$ cat src/rtl/mem_request_master_if.sv
// mem_request_master_if: controller request/response and main-memory port bundle
interface mem_request_master_if #(
  parameter int WIDTH  = 32,
  parameter int ADDR_W = 10
);
  logic                 req_valid;
  logic                 req_write;
  logic [ADDR_W-1:0]    req_addr;
  logic [WIDTH-1:0]     req_wdata;
  logic                 req_ready;
  logic                 resp_valid;
  logic                 resp_write;
  logic                 resp_err;
  logic [4*WIDTH-1:0]   resp_line;
  logic [ADDR_W-1:0]    mem_address;
  logic                 mem_read_en;
  logic                 mem_write_en;
  logic [WIDTH-1:0]     mem_write_data;
  logic                 mem_ready;
  logic [4*WIDTH-1:0]   mem_read_data;
  modport master (
    input  req_valid, req_write, req_addr, req_wdata, mem_ready, mem_read_data,
    output req_ready, resp_valid, resp_write, resp_err, resp_line,
           mem_address, mem_read_en, mem_write_en, mem_write_data
  );
  modport slave (
    output req_valid, req_write, req_addr, req_wdata, mem_ready, mem_read_data,
    input  req_ready, resp_valid, resp_write, resp_err, resp_line,
           mem_address, mem_read_en, mem_write_en, mem_write_data
  );
endinterface

$ cat src/rtl/mem_request_master.sv
// mem_request_master: single-outstanding word-write / line-fill initiator for main memory
module mem_request_master #(
  parameter  int WIDTH   = 32,
  parameter  int DEPTH   = 1024,
  parameter  int TIMEOUT = 16,
  localparam int ADDR_W  = $clog2(DEPTH)
) (
  input logic                  clk,
  input logic                  reset,
  mem_request_master_if.master bus
);
  typedef enum logic [1:0] {IDLE, RD, WR, DONE} state_t;
  state_t               state_q;
  logic [7:0]           cnt_q, cnt_d;
  logic                 req_ready_q, resp_valid_q, resp_write_q, resp_err_q;
  logic [4*WIDTH-1:0]   resp_line_q;
  logic [ADDR_W-1:0]    mem_address_q;
  logic                 mem_read_en_q, mem_write_en_q;
  logic [WIDTH-1:0]     mem_write_data_q;
  logic                 done_ok, tmo;
  assign cnt_d   = cnt_q + 8'd1;
  // the issue cycle (cnt_q == 0) may see a stale mem_ready from the previous access
  assign done_ok = bus.mem_ready && |cnt_q;
  assign tmo     = cnt_d == 8'(TIMEOUT);
  always_ff @(posedge clk or negedge reset) begin
    if (!reset) begin
      state_q          <= IDLE;
      cnt_q            <= '0;
      req_ready_q      <= 1'b1;
      resp_valid_q     <= 1'b0;
      resp_write_q     <= 1'b0;
      resp_err_q       <= 1'b0;
      resp_line_q      <= '0;
      mem_address_q    <= '0;
      mem_read_en_q    <= 1'b0;
      mem_write_en_q   <= 1'b0;
      mem_write_data_q <= '0;
    end else begin
      case (state_q)
        IDLE: if (bus.req_valid) begin
          req_ready_q    <= 1'b0;
          cnt_q          <= '0;
          mem_address_q  <= bus.req_write ? bus.req_addr : {bus.req_addr[ADDR_W-1:2], 2'b00};
          mem_write_en_q <= bus.req_write;
          mem_read_en_q  <= !bus.req_write;
          if (bus.req_write) mem_write_data_q <= bus.req_wdata;
          state_q        <= bus.req_write ? WR : RD;
        end
        RD, WR: begin
          cnt_q <= cnt_d;
          if (done_ok || tmo) begin
            mem_read_en_q  <= 1'b0;
            mem_write_en_q <= 1'b0;
            resp_valid_q   <= 1'b1;
            resp_write_q   <= state_q == WR;
            resp_err_q     <= !done_ok;
            if (state_q == RD || !done_ok) resp_line_q <= done_ok ? bus.mem_read_data : '0;
            state_q        <= DONE;
          end
        end
        DONE: begin
          resp_valid_q <= 1'b0;
          req_ready_q  <= 1'b1;
          state_q      <= IDLE;
        end
        default: state_q <= IDLE;
      endcase
    end
  end
  assign bus.req_ready      = req_ready_q;
  assign bus.resp_valid     = resp_valid_q;
  assign bus.resp_write     = resp_write_q;
  assign bus.resp_err       = resp_err_q;
  assign bus.resp_line      = resp_line_q;
  assign bus.mem_address    = mem_address_q;
  assign bus.mem_read_en    = mem_read_en_q;
  assign bus.mem_write_en   = mem_write_en_q;
  assign bus.mem_write_data = mem_write_data_q;
endmodule
$ cat src/flat_wrapper.sv
// flat-port wrapper written by rule: the top's interface ports become plain ports
module mem_request_master_flat 
#(
  parameter  int WIDTH   = 32,
  parameter  int DEPTH   = 1024,
  parameter  int TIMEOUT = 16,
  localparam int ADDR_W  = $clog2(DEPTH)
)
  (clk, reset, bus_req_valid, bus_req_write, bus_req_addr, bus_req_wdata, bus_mem_ready, bus_mem_read_data, bus_req_ready, bus_resp_valid, bus_resp_write, bus_resp_err, bus_resp_line, bus_mem_address, bus_mem_read_en, bus_mem_write_en, bus_mem_write_data);
  mem_request_master_if #(.WIDTH(WIDTH)) bus_i ();
  input logic clk;
  input logic reset;
  input wire logic [$bits(bus_i.req_valid)-1:0] bus_req_valid;
  input wire logic [$bits(bus_i.req_write)-1:0] bus_req_write;
  input wire logic [$bits(bus_i.req_addr)-1:0] bus_req_addr;
  input wire logic [$bits(bus_i.req_wdata)-1:0] bus_req_wdata;
  input wire logic [$bits(bus_i.mem_ready)-1:0] bus_mem_ready;
  input wire logic [$bits(bus_i.mem_read_data)-1:0] bus_mem_read_data;
  output wire logic [$bits(bus_i.req_ready)-1:0] bus_req_ready;
  output wire logic [$bits(bus_i.resp_valid)-1:0] bus_resp_valid;
  output wire logic [$bits(bus_i.resp_write)-1:0] bus_resp_write;
  output wire logic [$bits(bus_i.resp_err)-1:0] bus_resp_err;
  output wire logic [$bits(bus_i.resp_line)-1:0] bus_resp_line;
  output wire logic [$bits(bus_i.mem_address)-1:0] bus_mem_address;
  output wire logic [$bits(bus_i.mem_read_en)-1:0] bus_mem_read_en;
  output wire logic [$bits(bus_i.mem_write_en)-1:0] bus_mem_write_en;
  output wire logic [$bits(bus_i.mem_write_data)-1:0] bus_mem_write_data;
  assign bus_i.req_valid = bus_req_valid;
  assign bus_i.req_write = bus_req_write;
  assign bus_i.req_addr = bus_req_addr;
  assign bus_i.req_wdata = bus_req_wdata;
  assign bus_i.mem_ready = bus_mem_ready;
  assign bus_i.mem_read_data = bus_mem_read_data;
  assign bus_req_ready = bus_i.req_ready;
  assign bus_resp_valid = bus_i.resp_valid;
  assign bus_resp_write = bus_i.resp_write;
  assign bus_resp_err = bus_i.resp_err;
  assign bus_resp_line = bus_i.resp_line;
  assign bus_mem_address = bus_i.mem_address;
  assign bus_mem_read_en = bus_i.mem_read_en;
  assign bus_mem_write_en = bus_i.mem_write_en;
  assign bus_mem_write_data = bus_i.mem_write_data;
  mem_request_master #(.WIDTH(WIDTH), .DEPTH(DEPTH), .TIMEOUT(TIMEOUT)) u_core (.clk(clk), .reset(reset), .bus(bus_i));
endmodule
$ cat config.mk
export PLATFORM = sky130hd
export DESIGN_NAME = mem_request_master_flat
export DESIGN_NICKNAME = d
export VERILOG_FILES = /design/src/rtl/mem_request_master_if.sv /design/src/rtl/mem_request_master.sv /design/src/flat_wrapper.sv
export SDC_FILE = /design/constraint.sdc
export NUM_CORES = 1
export LEC_CHECK = 0
export ABC_CLOCK_PERIOD_IN_PS = 2500
export BUFFER_PORTS_ARGS = -buffer_cell sky130_fd_sc_hd__buf_2
export CAP_MARGIN = 20
export CORE_AREA = 2 2 135 137
export DETAILED_ROUTE_END_ITERATION = 16
export DIE_AREA = 0 0 137 139
export PLACE_DENSITY_LB_ADDON = 0.1
export SLEW_MARGIN = 20
export SYNTH_ARGS = -nofsm -noshare
export SYNTH_HDL_FRONTEND = slang
export SYNTH_SLANG_ARGS = --single-unit
$ cat constraint.sdc
create_clock -name clk -period 2.5 [get_ports clk]
set_input_delay 0.5 -clock clk [delete_from_list [all_inputs] [get_ports clk]]
set_output_delay 0.5 -clock clk [all_outputs]
set_load 0.02 [all_outputs]
Yosys cells after proc, flatten, opt, wreduce, memory -nomap -nowiden:

Cells that the tools add are included.

* output and inout bits: 176
* bits of input ports: 175
* flip-flop bits (word level): 186
* word-level logic and storage cells: 55

* $add $sub $neg: 1
* reductions and logical operators: 20
* equality and inequality tests: 6
* muxes and demuxes: 17

Operator list (number)
* $mux 128: 1
* $pmux 8 s2: 1
* $reduce_and 2->1: 6
* $reduce_and 3->1: 3
* $add 8x1->8 const B: 1
* $eq 8x5->1 const B: 1
* $mux 2: 4
* $mux 8: 1
* $pmux 1 s2: 4
* $reduce_or 8->1: 1
* $pmux 2 s3: 1
* $reduce_bool 2->1: 3
* $mux 1: 5
* $eq 2x2->1 const B: 2
* $eq 2x1->1 const B: 1
* $logic_not 1->1: 2
* $logic_not 2->1: 1
* $logic_or 1x1->1: 2
* $ne 2x1->1 const B: 1
* $ne 2x2->1 const B: 1
* $reduce_or 2->1: 1
* $logic_and 1x1->1: 1

Logic depth before layout (Yosys ltp):

* depth in word-level cells: 5
* gate-level depth with buffers: 9
* mapped depth without buffers: 7

Worst setup path after synthesis:

No wires, ideal clock.

* path type: reg-to-reg
* from: register u_core.cnt_q[0]
* to: register u_core.resp_line_q[100], in the netlist u_core.bus.resp_line[100]
* arrival time: 1.991 ns
* path buffers: 2
* period minus slack after synthesis: 2.123 ns
* cell stages (with the launch flop): 10
* slack: 0.377 ns
* data required time: 2.368 ns
* path through: dfrtp_1 > inv_1 > ha_1 > or4b_4 > o41a_1 > and3_4 > buf_6 > buf_6 > nand2_1 > o21ai_1

* longest elaborated chain between the ends: 5
* elaborated cells between the ends (all ways): 9

RTL lines
* start: declaration: line mem_request_master.sv:14 `logic [7:0] cnt_q, cnt_d;`
* start signal: assignment: line mem_request_master.sv:50 `cnt_q <= cnt_d;`
* branches (longest 5 deep; another with $add 8x1->8)
* end signal: assignment: line mem_request_master.sv:57 `if (state_q == RD || !done_ok) resp_line_q <= done_ok ? bus.mem_read_data : '0;`
* end: declaration: line mem_request_master.sv:16 `logic [4*WIDTH-1:0] resp_line_q;`

Parallel ways; which one is timed is not known.
A chain may end at the register's enable or synchronous reset.

Final worst setup path:

* from: register u_core.cnt_q[1]
* to: register u_core.resp_line_q[39], in the netlist u_core.bus.resp_line[39]

Same word-level chain as after synthesis.

==> key figures <==
Synthesis
  – Post-synth cell types: 36
  – Synthesized area: 7689 µm²
  – Yosys top cell area share: 60.21%
  – Commonest cells in the netlist: nand2_1 (270), dfrtp_1 (185), o21ai_1 (121)
  – Warnings, synthesis: 0
  – Post-Syn Nets: 936
  – Synth area leaders: dfrtp_1 (60%), nand2_1 (13%), o21ai_1 (7.9%)
  – #FFs+latches synth: 186
  – Mapped Avg Cell Area: 10.18 µm²
  – Share of the yosys chip area belonging to registers: 60.55%
  – Most frequent cell after synthesis: nand2_1
  – Post-synth EDFFs: 0
  – Main synth FF type: dfrtp_1
  – Post-Synthesis Cells: 755
  – Async S/R FF share, synth: 100.0%
  – Synth area leader: dfrtp_1

Final layout
  – Design Area, Final: 10250 µm²
  – Non-filler instance count after layout: 1338
  – Footprint of the multi-input gates: 2624 µm²
  – Layout net count: 1276
  – Fillers: 1594
  – Final Util: 58.07%
  – Share of layout cells above drive strength 1: 40.88%
  – P&R area growth vs syn: 33.36%
  – Reg area: 4656 µm²

Hold path
  – Hold Path Class: primary input to asynchronous set/reset pin

Route
  – Pre-antenna DRT Iters: 4
  – Top layer in use: met5
  – Final antenna-violating net count: 0
  – Drt via density: 4.814
  – Drt total wl: 21.63 mm
  – WL met3: 2.016 mm
  – Violation count after the first detailed-route iteration: 331
  – Met1 WL: 8.643 mm
  – Remaining DRCs: 0
  – Routed length per instance: 16.16 µm
  – Routed vias: 6441
  – WL met2: 10.47 mm

Clock tree
  – Postcts setup bufs: 0
  – Post-CTS Resized: 0
  – CTS hold repair buffers: 0
  – H-Tree Depth: 4
  – Latest clock arrival within the worst-skew pair: 0.43 ns
  – Clk slew on worst S/H paths: 0.07 ns
  – TritonCTS clock tree: yes
  – Clock buffer depth: 2
  – CTS root buf: clkbuf_16
  – CTS buffer count: 17
  – Clock sink count: 186

Setup path
  – Maximum fanout along the worst path: 43
  – Arr. time, crit path: 2.66 ns
  – Crit-path leading delay family: simple AND/OR/NAND/NOR gates
  – Crit path cell chain: inv_1 -> ha_1 -> or4b_4 -> o41a_1 -> and3_4 -> buf_12 -> nand2_1 -> o21ai_1
  – CP max stage delay: 0.48 ns
  – WP data required: 2.80 ns
  – Crit end category: flip-flop
  – Worst Setup Start Kind: flip-flop
  – Buf/Inv on CP: 2
  – R2r setup slk: 0.14 ns
  – Setup CP Type: flip-flop to flip-flop
  – Critical path's slowest cell: or4b_4

Power
  – Seq pwr share: 36.4%
  – Clock group share of total power: 20.9%
  – Power per cell area: 1330 nW/µm²
  – Logic pwr share: 42.7%
  – Internal power: 8.076 mW
  – Switching pwr: 5.565 mW
  – Leakage power total: 5.287 nW
  – Total Power: 13.64 mW
  – Max VDD drop: 0.0006356 V
  – Switch share: 40.80%

Timing
  – Setup Skew: 0.009012 ns
  – Final Hold Fails: 0
  – Setup TNS: 0 ns
  – Slew HR: 62.58%
  – Final WS setup: 0.1407 ns
  – Final setup fails: 0
  – Hold slack: 0.02594 ns
  – Max-slew violation count: 0
  – Tightest Pin Transition: 0.5613 ns
  – Fmax: 423.9 MHz
  – Period utilization: 94.37%
  – RSZ-0062 raised after global routing: no
  – Crit path time final: 2.359 ns

Floorplan
  – Initial Utilization: 43.54%
  – Die W: 137 µm
  – Num rows: 49
  – Full die area: 19040 µm²
  – # IOs: 351
  – Die height: 139 µm
  – Core area: 17660 µm²

Placed design
  – I/O Buffers: 350
  – DP Area: 9624 µm²
  – Final HPWL DP: 15.59 mm
  – GP Congestion: 0.8345
  – Place WS: 0.1179 ns
  – # placed instances: 1305

Global routing
  – First-pass GRT wire length: 33.35 mm
  – Number of antenna violations at the first check in global routing: 2
  – Vias in the first global route: 6343
  – Total track usage: 22.44%
  – Pin count of the biggest net entering global routing: 73
  – Grt total ovfl: 0

Outcome
  – Outcome: completed

Job
  – Maxcap violations: 0
[final cells by class]
type	count	share of cell area, %
antenna	1	0.02441
clock inverter	12	1.562
multi-input combinational	512	25.59
inverter	6	0.2196
tap	229	2.794
clock buffer	20	4.552
timing repair buffer	372	19.85
sequential	186	45.41
[sequential cells by signal, summed over array words and instances (netlist names), 2 cells and up]
register                   count
u_core.bus.resp_line         128
u_core.cnt_q                   8
u_core.state_q                 2
u_core.bus.mem_address        10
u_core.bus.mem_write_data     32
[per-layer routing]
| layer | vias to the layer above | global-route usage (%) |
|---|---|---|
| met5 | - | 0 |
| li1 | 3159 | - |
| met1 | 2996 | 26.85 |
| met2 | 251 | 36.40 |
| met4 | 2 | 9.116 |
| met3 | 33 | 8.333 |
[path summary, 6_finish.rpt]
kind	startpoint	endpoint	cells past startpoint
hold reg to reg	u_core.bus.mem_address[0]$_DFFE_PN0P_	u_core.bus.mem_address[0]$_DFFE_PN0P_	2
max in group asynchronous	reset	u_core.bus.resp_line[12]$_DFFE_PN0P_	2
setup reg to reg	u_core.cnt_q[1]$_DFFE_PN0P_	u_core.bus.resp_line[39]$_DFFE_PN0P_	8
min in group clk	bus_mem_read_data[5]	u_core.bus.resp_line[5]$_DFFE_PN0P_	3
hold / removal	reset	u_core.bus.resp_line[121]$_DFFE_PN0P_	1
setup / recovery	u_core.cnt_q[1]$_DFFE_PN0P_	u_core.bus.resp_line[39]$_DFFE_PN0P_	8
[logic make-up (layout without fill, tap and decap cells)]
kind of cell    Yosys count  after routing  synth area share (%)
mux                      43             43                 6.314
flops                   186            186                 60.55
buf+inv                  57            410                 5.565
simple gates            302            302                 15.59
fa+ha+maj                 6              6                0.9764
other cells               0              1                     0
compound gates          160            160                 10.89
xor+xnor                  1              1                0.1139
[cell usage in the layout (no fill, tap or decap), types with 2 or more instances in the layout]
| master | n |
|---|---|
| mux2i_1 | 2 |
| o21ai_1 | 121 |
| clkbuf_8 | 3 |
| nand3_1 | 7 |
| clkinv_2 | 2 |
| nor3_1 | 2 |
| inv_6 | 3 |
| nor2_1 | 11 |
| inv_1 | 6 |
| nand2b_1 | 6 |
| mux2_2 | 40 |
| nand2_1 | 270 |
| clkbuf_16 | 17 |
| buf_4 | 13 |
| bufinv_16 | 3 |
| buf_12 | 9 |
| a31oi_1 | 3 |
| a21oi_1 | 8 |
| o21ai_0 | 17 |
| clkinv_4 | 3 |
| buf_2 | 349 |
| ha_1 | 6 |
| dfrtp_1 | 185 |
[power by group through the flow]
stage | clock network, mW | logic (mW) | registers (mW)
final | 2.86 | 5.83 | 4.96
after global placement | 0 | 5.80 | 4.97
after floorplan | 0 | 2.23 | 6.53
after detailed placement | 0 | 5.90 | 5.00
after CTS | 2.93 | 5.90 | 4.96
after global routing | 3.05 | 6.36 | 5.12
Note: power is estimated with default switching activity, not from simulation.
